--- src/rtl/sha_pkg.sv ---
// sha_pkg: shared constants and FSM encoding for the SHA-256 controller.
// The ERR state exists only when SHA_CTRL_TIMEOUT_EN is defined.
package sha_pkg;
  localparam int WORD_W = 32;
  localparam int NUM_WORDS = 8;
  localparam int BLOCK_BITS = 512;
  typedef enum logic [2:0] {
    IDLE, START, WAIT_CORE, NEXT, DRAIN, DONE
`ifdef SHA_CTRL_TIMEOUT_EN
    , ERR
`endif
  } state_t;
endpackage

--- src/rtl/sha_ctrl_wdog.sv ---
// sha_ctrl_wdog: cycle counter that flags expiry after TIMEOUT_CYCLES-1 enabled cycles since the last clear.
module sha_ctrl_wdog #(
  parameter int TIMEOUT_CYCLES = 1024
) (
  input  logic clk,
  input  logic rst,
  input  logic clr,
  input  logic en,
  output logic expired
);
  localparam int CW = $clog2(TIMEOUT_CYCLES) + 1;
  logic [CW-1:0] cnt;
  always_ff @(posedge clk or posedge rst)
    if (rst) cnt <= '0;
    else if (clr) cnt <= '0;
    else if (en && !expired) cnt <= cnt + CW'(1);
  assign expired = cnt == CW'(TIMEOUT_CYCLES - 1);
endmodule

--- src/rtl/sha_ctrl.sv ---
// sha_ctrl: SHA-256 block sequencer -- hands blocks to the core, then drains the digest word by word.
// Define SHA_CTRL_TIMEOUT_EN to add the core watchdog (sha_ctrl_wdog) and the ERR state.
module sha_ctrl #(
  parameter int WORD_W = sha_pkg::WORD_W,
  parameter int NUM_WORDS = sha_pkg::NUM_WORDS,
  parameter int TIMEOUT_CYCLES = 1024
) (
  input  logic              clk,
  input  logic              rst,
  input  logic              blk_valid_in,
  input  logic              blk_last_in,
  output logic              blk_ready_out,
  output logic              core_init_out,
  output logic              core_start_out,
  input  logic              core_done_in,
  output logic [2:0]        digest_sel_out,
  input  logic [WORD_W-1:0] digest_word_in,
  output logic [WORD_W-1:0] out_word_out,
  output logic              out_dv_out,
  input  logic              out_ready_in,
  output logic              busy_out,
  output logic              done_out,
  output logic              err_out
);
  import sha_pkg::*;
  localparam logic [2:0] LAST_WORD = 3'(NUM_WORDS - 1);
  state_t state, state_nx;
  logic [2:0] word_cnt;
  logic last_r;
`ifdef SHA_CTRL_TIMEOUT_EN
  logic expired;
  sha_ctrl_wdog #(.TIMEOUT_CYCLES(TIMEOUT_CYCLES)) u_wdog (
    .clk, .rst, .clr(state != WAIT_CORE), .en(state == WAIT_CORE), .expired
  );
`endif
  always_ff @(posedge clk or posedge rst)
    if (rst) begin
      state <= IDLE;
      word_cnt <= '0;
      last_r <= 1'b0;
    end else begin
      state <= state_nx;
      if (state == START) last_r <= blk_last_in;
      if (state == WAIT_CORE && core_done_in) word_cnt <= '0;
      else if (state == DRAIN && out_ready_in) word_cnt <= word_cnt + 3'd1;
    end
  always_comb begin
    state_nx = state;
    case (state)
      IDLE:      state_nx = blk_valid_in ? START : IDLE;
      START:     state_nx = WAIT_CORE;
`ifdef SHA_CTRL_TIMEOUT_EN
      // A completion in the expiry cycle takes priority over the timeout.
      WAIT_CORE: state_nx = core_done_in ? (last_r ? DRAIN : NEXT) : expired ? ERR : WAIT_CORE;
`else
      WAIT_CORE: state_nx = core_done_in ? (last_r ? DRAIN : NEXT) : WAIT_CORE;
`endif
      NEXT:      state_nx = blk_valid_in ? START : NEXT;
      DRAIN:     state_nx = (out_ready_in && word_cnt == LAST_WORD) ? DONE : DRAIN;
      default:   state_nx = IDLE;
    endcase
  end
  // core_init is the one decode that looks at an input: IV load must coincide with block acceptance.
  assign core_init_out = !rst && state == IDLE && blk_valid_in;
  assign core_start_out = state == START;
  assign blk_ready_out = state == START;
  assign out_dv_out = state == DRAIN;
  assign digest_sel_out = out_dv_out ? word_cnt : 3'd0;
  assign out_word_out = out_dv_out ? digest_word_in : '0;
  assign busy_out = state != IDLE;
  assign done_out = state == DONE;
`ifdef SHA_CTRL_TIMEOUT_EN
  assign err_out = state == ERR;
`else
  assign err_out = 1'b0;
`endif
endmodule

--- config.mk ---
export PLATFORM = sky130hd
export DESIGN_NAME = sha_ctrl
export DESIGN_NICKNAME = d
export VERILOG_FILES = /design/src/rtl/sha_pkg.sv /design/src/rtl/sha_ctrl_wdog.sv /design/src/rtl/sha_ctrl.sv
export SDC_FILE = /design/constraint.sdc
export NUM_CORES = 1
export LEC_CHECK = 0
export ABC_AREA = 1
export BUFFER_PORTS_ARGS = -buffer_cell sky130_fd_sc_hd__buf_2
export CORE_MARGIN = 2
export CORE_UTILIZATION = 39
export CTS_CLUSTER_SIZE = 20
export DETAILED_ROUTE_END_ITERATION = 10
export GPL_ROUTABILITY_DRIVEN = 0
export MAX_ROUTING_LAYER = met4
export PLACE_DENSITY = 0.91
export RECOVER_POWER = 25
export SLEW_MARGIN = 10
export SYNTH_ARGS = -nofsm -noshare
export SYNTH_HDL_FRONTEND = slang
export SYNTH_SLANG_ARGS = --single-unit
export TNS_END_PERCENT = 1
--- constraint.sdc ---
create_clock -name clk -period 3.93 [get_ports clk]
set_clock_uncertainty 0.2 [all_clocks]
set_input_delay 0.393 -clock clk [delete_from_list [all_inputs] [get_ports clk]]
set_output_delay 0.393 -clock clk [all_outputs]
set_load 0.005 [all_outputs]
==> impl_results.md, run 1 <==
* CTS tree: done
* DR vias at about 980
* Via density at approximately 4.1
* Critical path class: reg2out
* Distinct cells, synth at 20
* Area Overhead vs Synth at 46.5%
* Post-placement cell count at roughly 230
* Die extent in x at between 50 and 60 um
* Num Clock Sinks at 7
* CTS Buf Count at 3
* Fill cell count at 199
* H-tree lvl count at 1
* Post-CTS Setup Repair Bufs at 0
* Crit path time final at 2.09 ns
* # DRC at 0
* I/O pins at 80
* Hpwl dp at between 1.5 and 2 mm
* Total GRT Usage at 16.7%
* Setup TNS at 0 ns
* CP Launch Type: flop
* Hold crit path type: in2reg
* Yosys synthesis warning count at 0
* Post-DR wirelength/cell at between 9 and 10 um
* Register area share after synthesis at 20.6%
* # diodes at 0
* FF+latch area at 175 sq um
* Max-cap violations at 0
* Post-Syn Area per Cell at between 6 and 7 sq um
* Syn_nets at approximately 170
* Arr. time, crit path at about 1.5 ns
* P per Cell Area at approximately 410 nW/um^2
* Syn Inst Count at around 130
* Ratio of final minimum period to clock period at ~53%
* Share of cells above drive strength 1 at a little over half
* CTS root buffer: clkbuf_4
* DIE AREA at 2560 sq um
* FFs w/ async S/R, synth at 100%
* Die H at 50.6 um
* Max FO, Critical Path at 37
* Row count at 16
* Core area at about 2000 sq um
* Slew Viols, Final at 0
* Crit path cell chain: nor2_8 > nand2_8 > nor2_1 > buf_2
* Initial antenna violation count at 0
* GRT Residual Overflow at 0
* Final setup vio count at 0
* I/O Buffers at ~80
* Outcome: complete, no violations
* Final #Nets at between 200 and 300
* Multi-input logic area at about 440 sq um
* Fmax at roughly 0.48 GHz
* First-pass GRT wire length at 3.24 mm
* Iter 0 DRT Violations at 9
* Drt total wl at approximately 2.2 mm
* Antenna Violating Nets Remaining at 0
* Register bit total from synthesis at 7
* Reg-to-reg slack, setup at roughly 2.4 ns
* Data required time of the worst path at roughly 3.3 ns
* Worst vdd ir at just over 0.4 mV
* Slowest stage cell on the critical path: dfrtp_1
* Hold-fix buffers, CTS at 1
* CP max stage delay at between 0.4 and 0.5 ns
* Vias in the first global route at around 800
* Static leakage at between 0.8 and 0.9 nW
* Critical path's top delay family: simple AND/OR/NAND/NOR gates
* Post-Syn Area at roughly 850 sq um
* Fin. Hold Viols at 0
* Top_reg_cell synth: dfrtp_1
* Number of synthesized flops with an enable pin at 0
* Largest net degree at the start of global routing at 38
* CTS Buffer Depth at 2
* Endpoint class of the critical path: output pin
* DRT Pass-1 Iters at 4
* Worst-path clk slew at about 0.05 ns
* Post-CTS Resized at 0
* Critical path buffer and inverter count at 1
* Initial Util at 42.4%
* Worst skew pair latency at about 0.26 ns
* Cell Count, Final, Fillers Out at ~240
* RSZ-0062 raised after global routing: false
-- cells in the final DEF (no fill, tap or decap), drive strengths merged --
cell | netlist | routed
ha | 2 | 2
clkbuf | 0 | 5
dlygate4sd3 | 0 | 1
nor2 | 43 | 43
nor3 | 1 | 1
conb | 1 | 1
nand3b | 3 | 3
nand2 | 15 | 15
inv | 44 | 44
buf | 6 | 77
nand3 | 6 | 6
o31ai | 1 | 1
nand4 | 1 | 1
dfrtp | 7 | 7
a21oi | 3 | 3
-- registers in the layout, indices dropped and copies added, names as in the netlist --
signal	flops
state	3
word_cnt	3
last_r	1
-- worst register-to-register path: stages (launching register included) --
cell	delay (ns)
dfrtp_1	0.42
ha_1	0.21
ha_1	0.27
nand3b_1	0.16
nand2_1	0.08
nor2_1	0.04
-- final cells by class --
type / count / area share, %
clock buffers: 4 / 2.11
inverters: 44 / 13.3
multi-input cells: 76 / 35.6
flip-flops and latches: 7 / 14.1
well taps: 27 / 2.72
repair buffers: 79 / 32.1
-- report_power, final --
group          switching, W  leakage [nW]  total (W)  internal (W)
combinational      0.000170         0.792   0.000291      0.000120
clock             0.0000293        0.0150  0.0000682     0.0000389
sequential        0.0000510        0.0914   0.000156      0.000105
-- cell families after synthesis --
kind of cell             Yosys count  share of synthesized area (%)
buffers and inverters             50                           26.5
flip-flops                         7                           20.6
AND/OR/NAND/NOR                   69                           46.8
AO/OA/AOI/OAI                      4                           2.65
adder cells (fa/ha/maj)            2                           2.95
other                              1                          0.442
-- Yosys cell counts (2+ instances only) --
master,number,area share (%)
dfrtp_1,7,21
buf_4,2,1.8
nand3b_1,3,2.7
nand3_1,6,3.5
ha_1,2,2.9
a21oi_1,3,1.8
nand2_1,12,5.3
buf_6,4,5.3
inv_1,43,19
nor2_1,13,5.8
nor2_2,29,21
-- layer usage --
layer	part of all wire [%]	routed length, um	track usage [%]	vias to the layer above
li1	-	-	-	521
met2	50	1090	29.8	46
met5	0	0	-	-
met4	0.78	17	6.76	0
met1	36	787	16.7	412
met3	13	276	5.36	4
-- final timing paths --
kind                        startpoint                end  cells after the start
setup / recovery              state[0]  digest_sel_out[0]                      4
setup reg to reg           word_cnt[0]        word_cnt[2]                      5
max in group asynchronous          rst           state[0]                      3
hold / removal             blk_last_in             last_r                      3
hold reg to reg                 last_r             last_r                      2
min in group asynchronous          rst           state[1]                      3
-- metrics by stage --
stage	cell area, sq um	hold WS [ns]	utilization, %	setup slack, ns	power, W
after floorplan	848	-0.00360	-	2.34	0.000376
after CTS	1250	0.119	62.4	1.83	0.000524
final	1240	0.126	62.1	1.84	0.000514
after detailed placement	1210	0.153	60.6	2.11	0.000451
after global placement	1210	0.150	60.6	2.15	0.000443
after global routing	1240	0.134	62.1	1.74	0.000565
Note: power is estimated with default switching activity, not from simulation.
==> inputs of run 2 (changes only) <==
--- a/config.mk
+++ b/config.mk
@@ -5,15 +5,15 @@
 export SDC_FILE = /design/constraint.sdc
 export NUM_CORES = 1
 export LEC_CHECK = 0
-export ABC_AREA = 1
+export ABC_AREA = 0
 export BUFFER_PORTS_ARGS = -buffer_cell sky130_fd_sc_hd__buf_2
 export CORE_MARGIN = 2
-export CORE_UTILIZATION = 39
+export CORE_UTILIZATION = 32
 export CTS_CLUSTER_SIZE = 20
 export DETAILED_ROUTE_END_ITERATION = 10
 export GPL_ROUTABILITY_DRIVEN = 0
 export MAX_ROUTING_LAYER = met4
-export PLACE_DENSITY = 0.91
+export PLACE_DENSITY = 0.85
 export RECOVER_POWER = 25
 export SLEW_MARGIN = 10
 export SYNTH_ARGS = -nofsm -noshare
==> constraint.sdc (replaced) <==
create_clock -name clk -period 2 [get_ports clk]
set_clock_uncertainty 0.2 [all_clocks]
set_input_delay 0.2 -clock clk [delete_from_list [all_inputs] [get_ports clk]]
set_output_delay 0.2 -clock clk [all_outputs]
set_load 0.005 [all_outputs]
==> impl_results.md, run 2 <==
* Outcome: complete, no violations (unchanged)
* GRT Residual Overflow at 0 (unchanged)
* Row count at 16 (unchanged)
* Core area at 1960 sq um (was 2000 sq um)
* Critical path's top delay family: flip-flops (was simple AND/OR/NAND/NOR gates)
* Post-DR wirelength/cell at 11.0 um (was 9.17 um)
* Final #Nets at 198 (was 251)
* Initial Util at 33.9% (was 42.4%)
* WL met1 at 793 um (was 787 um)
* Worst r2r src: state[1] (was word_cnt[0])
* Arr. time, crit path at 1.49 ns (was 1.50 ns)
* CP startpoint: state[1] (was state[0])
* Slew Viols, Final at 0 (unchanged)
* Post-Syn Area at 664 sq um (was 848 sq um)
* Syn_nets at 118 (was 173)
* Total GRT Usage at 16.6% (was 16.7%)
* Ratio of final minimum period to clock period at about 95%
* Crit path time final at approximately 1.9 ns
* Worst-path clk slew at 0.05 ns (about the same)
* WL met2 at 1.01 mm (was 1.09 mm)
* Die extent in x at 49.6 um (was 50.6 um)
* Die H at 49.6 um (was 50.6 um)
* Static leakage at 0.693 nW (was 0.898 nW)
* Hpwl dp at 1.66 mm (was 1.78 mm)
* CTS root buffer: clkbuf_4 (unchanged)
* Antenna Violating Nets Remaining at 0 (unchanged)
* I/O Buffers at 78 (unchanged)
* Worst skew pair latency at 0.24 ns (was 0.26 ns)
* Register area share after synthesis at 26.4% (was 20.6%)
* First-pass GRT wire length at 3.19 mm (was 3.24 mm)
* Num Clock Sinks at 7 (unchanged)
* Top cell type's share of synthesized area at 33.0% (was 21.4%)
* H-tree lvl count at 1 (unchanged)
* Total power at 0.000837 W (was 0.000514 W)
* Fmax at ~0.53 GHz
* Final core utilization at 55.9% (was 62.1%)
* Via density at 4.22 (was 4.15)
* I/O pins at 80 (unchanged)
* Max Used Layer: met3 (was met4)
* Drt total wl at 2.03 mm (was 2.17 mm)
* Largest regs: state: 3 flops, word_cnt: 3 flops, last_r: 1 flops (unchanged)
* Syn Inst Count at 78 (was 133)
* Critical path class: reg2out (unchanged)
* # DRC at 0 (unchanged)
* Slowest stage cell on the critical path: dfrtp_1 (unchanged)
* CP Launch Type: flop (unchanged)
* CP max stage delay at 0.48 ns (was 0.49 ns)
* Most instantiated cells after synthesis: and2_1, dfrtp_1, nor2_1 (was inv_1, nor2_2, nor2_1)
* CTS tree: done (unchanged)
* Endpoint class of the critical path: output pin (unchanged)
* Max-cap violations at 0 (unchanged)
* FF+latch area at 176 sq um (was 175 sq um)
* DR vias at 776 (was 983)
* Register bit total from synthesis at 7 (unchanged)
* Area Overhead vs Synth at 65.0% (was 46.5%)
* Share of cells above drive strength 1 at 54.8% (was 52.9%)
* Hold path start: blk_valid_in (was blk_last_in)
* Vias in the first global route at 707 (was 777)
* Final setup vio count at 0 (unchanged)
* Data required time of the worst path at 1.60 ns (was 3.34 ns)
* P per Cell Area at 764 nW/um^2 (was 414 nW/um^2)
* # diodes at 0 (unchanged)
* DIE AREA at 2460 sq um (was 2560 sq um)
* Distinct cells, synth at 24 (was 20)
* DRT Pass-1 Iters at 4 (unchanged)
* Top_reg_cell synth: dfrtp_1 (unchanged)
* RSZ-0062 raised after global routing: false (unchanged)
* Final worst slack at 0.110 ns (was 1.84 ns)
* Multi-input logic area at 424 sq um (was 443 sq um)
* Crit path cell chain: nor3b_4 > buf_8 > and2_1 > buf_2 (was nor2_8 > nand2_8 > nor2_1 > buf_2)
* Post-synth top area cell: and2_1 (was nor2_2)
* Top post-synthesis cells by area: and2_1, dfrtp_1, buf_6, and4bb_2, ha_1 (was nor2_2, dfrtp_1, inv_1, nor2_1, buf_6)
* Top-count cell post-synth: and2_1 (was inv_1)
* Worst vdd ir at 0.410 mV (was 0.402 mV)
* Post-Syn Area per Cell at 8.52 sq um (was 6.38 sq um)
* Commonest non-fill, non-tap cells in the layout: buf_2, and2_1, dfrtp_1 (was buf_2, inv_1, nor2_2)
* CTS Buffer Depth at 2 (unchanged)
* Fill cell count at 195 (was 199)
* Yosys synthesis warning count at 0 (unchanged)
* Fin. Hold Viols at 0 (unchanged)
* Max FO, Critical Path at 36 (was 37)
* CTS Buf Count at 3 (unchanged)
* Leading cell type in the layout, fill and taps excluded: buf_2 (unchanged)
* Critical path buffer and inverter count at 2 (was 1)
* WL met3 at 233 um (was 276 um)
* Hold crit path type: in2reg (unchanged)
* FFs w/ async S/R, synth at 100% (unchanged)
* Largest net degree at the start of global routing at 37 (was 38)
* Post-Place Worst Slack at 0.323 ns (was 2.11 ns)
* Iter 0 DRT Violations at 14 (was 9)
* Number of synthesized flops with an enable pin at 0 (unchanged)
* Setup TNS at 0 ns (unchanged)
* Initial antenna violation count at 0 (unchanged)
run 2: cell types whose count changed after synthesis, sizes merged, moves of 3 or more:
cell,previous run,this run
a21oi,3,0
nand3,6,0
nand2,15,3
nor2,43,5
inv,44,3
and2,0,35
nand3b,3,0
run 2: cell families (layout without fill, tap and decap cells):
kind of cell,count (synthesis),after routing,share of synthesized area [%]
AND/OR/NAND/NOR,50,50,48.4
buffers and inverters,9,88,9.79
XOR/XNOR,1,1,1.32
multiplexers,3,3,4.71
flip-flops,7,7,26.4
adder cells (fa/ha/maj),2,2,3.77
AO/OA/AOI/OAI,5,5,5.09
other,1,1,0.564
run 2: routing by layer:
layer  global-route usage (%)  up-vias
li1                         -      405
met1                     18.5      330
met2                     28.2       41
met3                     4.85        0
met4                     5.56        0
met5                        -        -
run 2: worst paths after layout:
| kind | slack [ns] | endpoint | cells past startpoint |
|---|---|---|---|
| max reg2reg | 0.46 | word_cnt[1] | 3 |
| min | 0.03 | state[0] | 3 |
| max in group asynchronous | 1.14 | state[2] | 3 |
| min in group asynchronous | 0.23 | word_cnt[1] | 3 |
| max | 0.11 | out_word_out[29] | 4 |
| min reg2reg | 0.35 | state[1] | 1 |
run 2: cell type report:
type / count / share of cell area, %
inverter: 3 / 1.03
clock buffer: 4 / 2.40
tap: 27 / 3.08
sequential: 7 / 16.1
multi-input combinational: 62 / 38.7
timing repair buffer: 81 / 38.7
run 2: stage by stage:
| step | hold WS (ns) | std cells | cell area (sq um) |
|---|---|---|---|
| after global placement | -0.0572 | 178 | 1040 |
| after detailed placement | -0.0484 | 178 | 1040 |
| final | 0.0316 | 184 | 1100 |
| after CTS | 0.0245 | 184 | 1090 |
| after floorplan | -0.197 | 78 | 664 |
| after global routing | 0.0375 | 184 | 1100 |
run 2: tightest hold or removal path, cell delays in order:
cell and delay, ns:
buf_2 0.08, nand2_1 0.06, o211ai_1 0.08
run 2: what timing repair did:
item / 4_1_cts / 5_1_grt
setup endpoints to repair: 0 / 35
hold endpoints to repair: 8 / 0
hold buffers: 2 / 0
setup buffers: 0 / 0
resized for setup: 0 / 3
run 2: report_power, final:
group	switching [W]	internal, W	leakage (nW)	total, W
clock network	0.0000471	0.0000758	0.0150	0.000123
logic	0.000189	0.000245	0.588	0.000434
registers	0.0000861	0.000194	0.0899	0.000280
total	0.000323	0.000514	0.693	0.000837
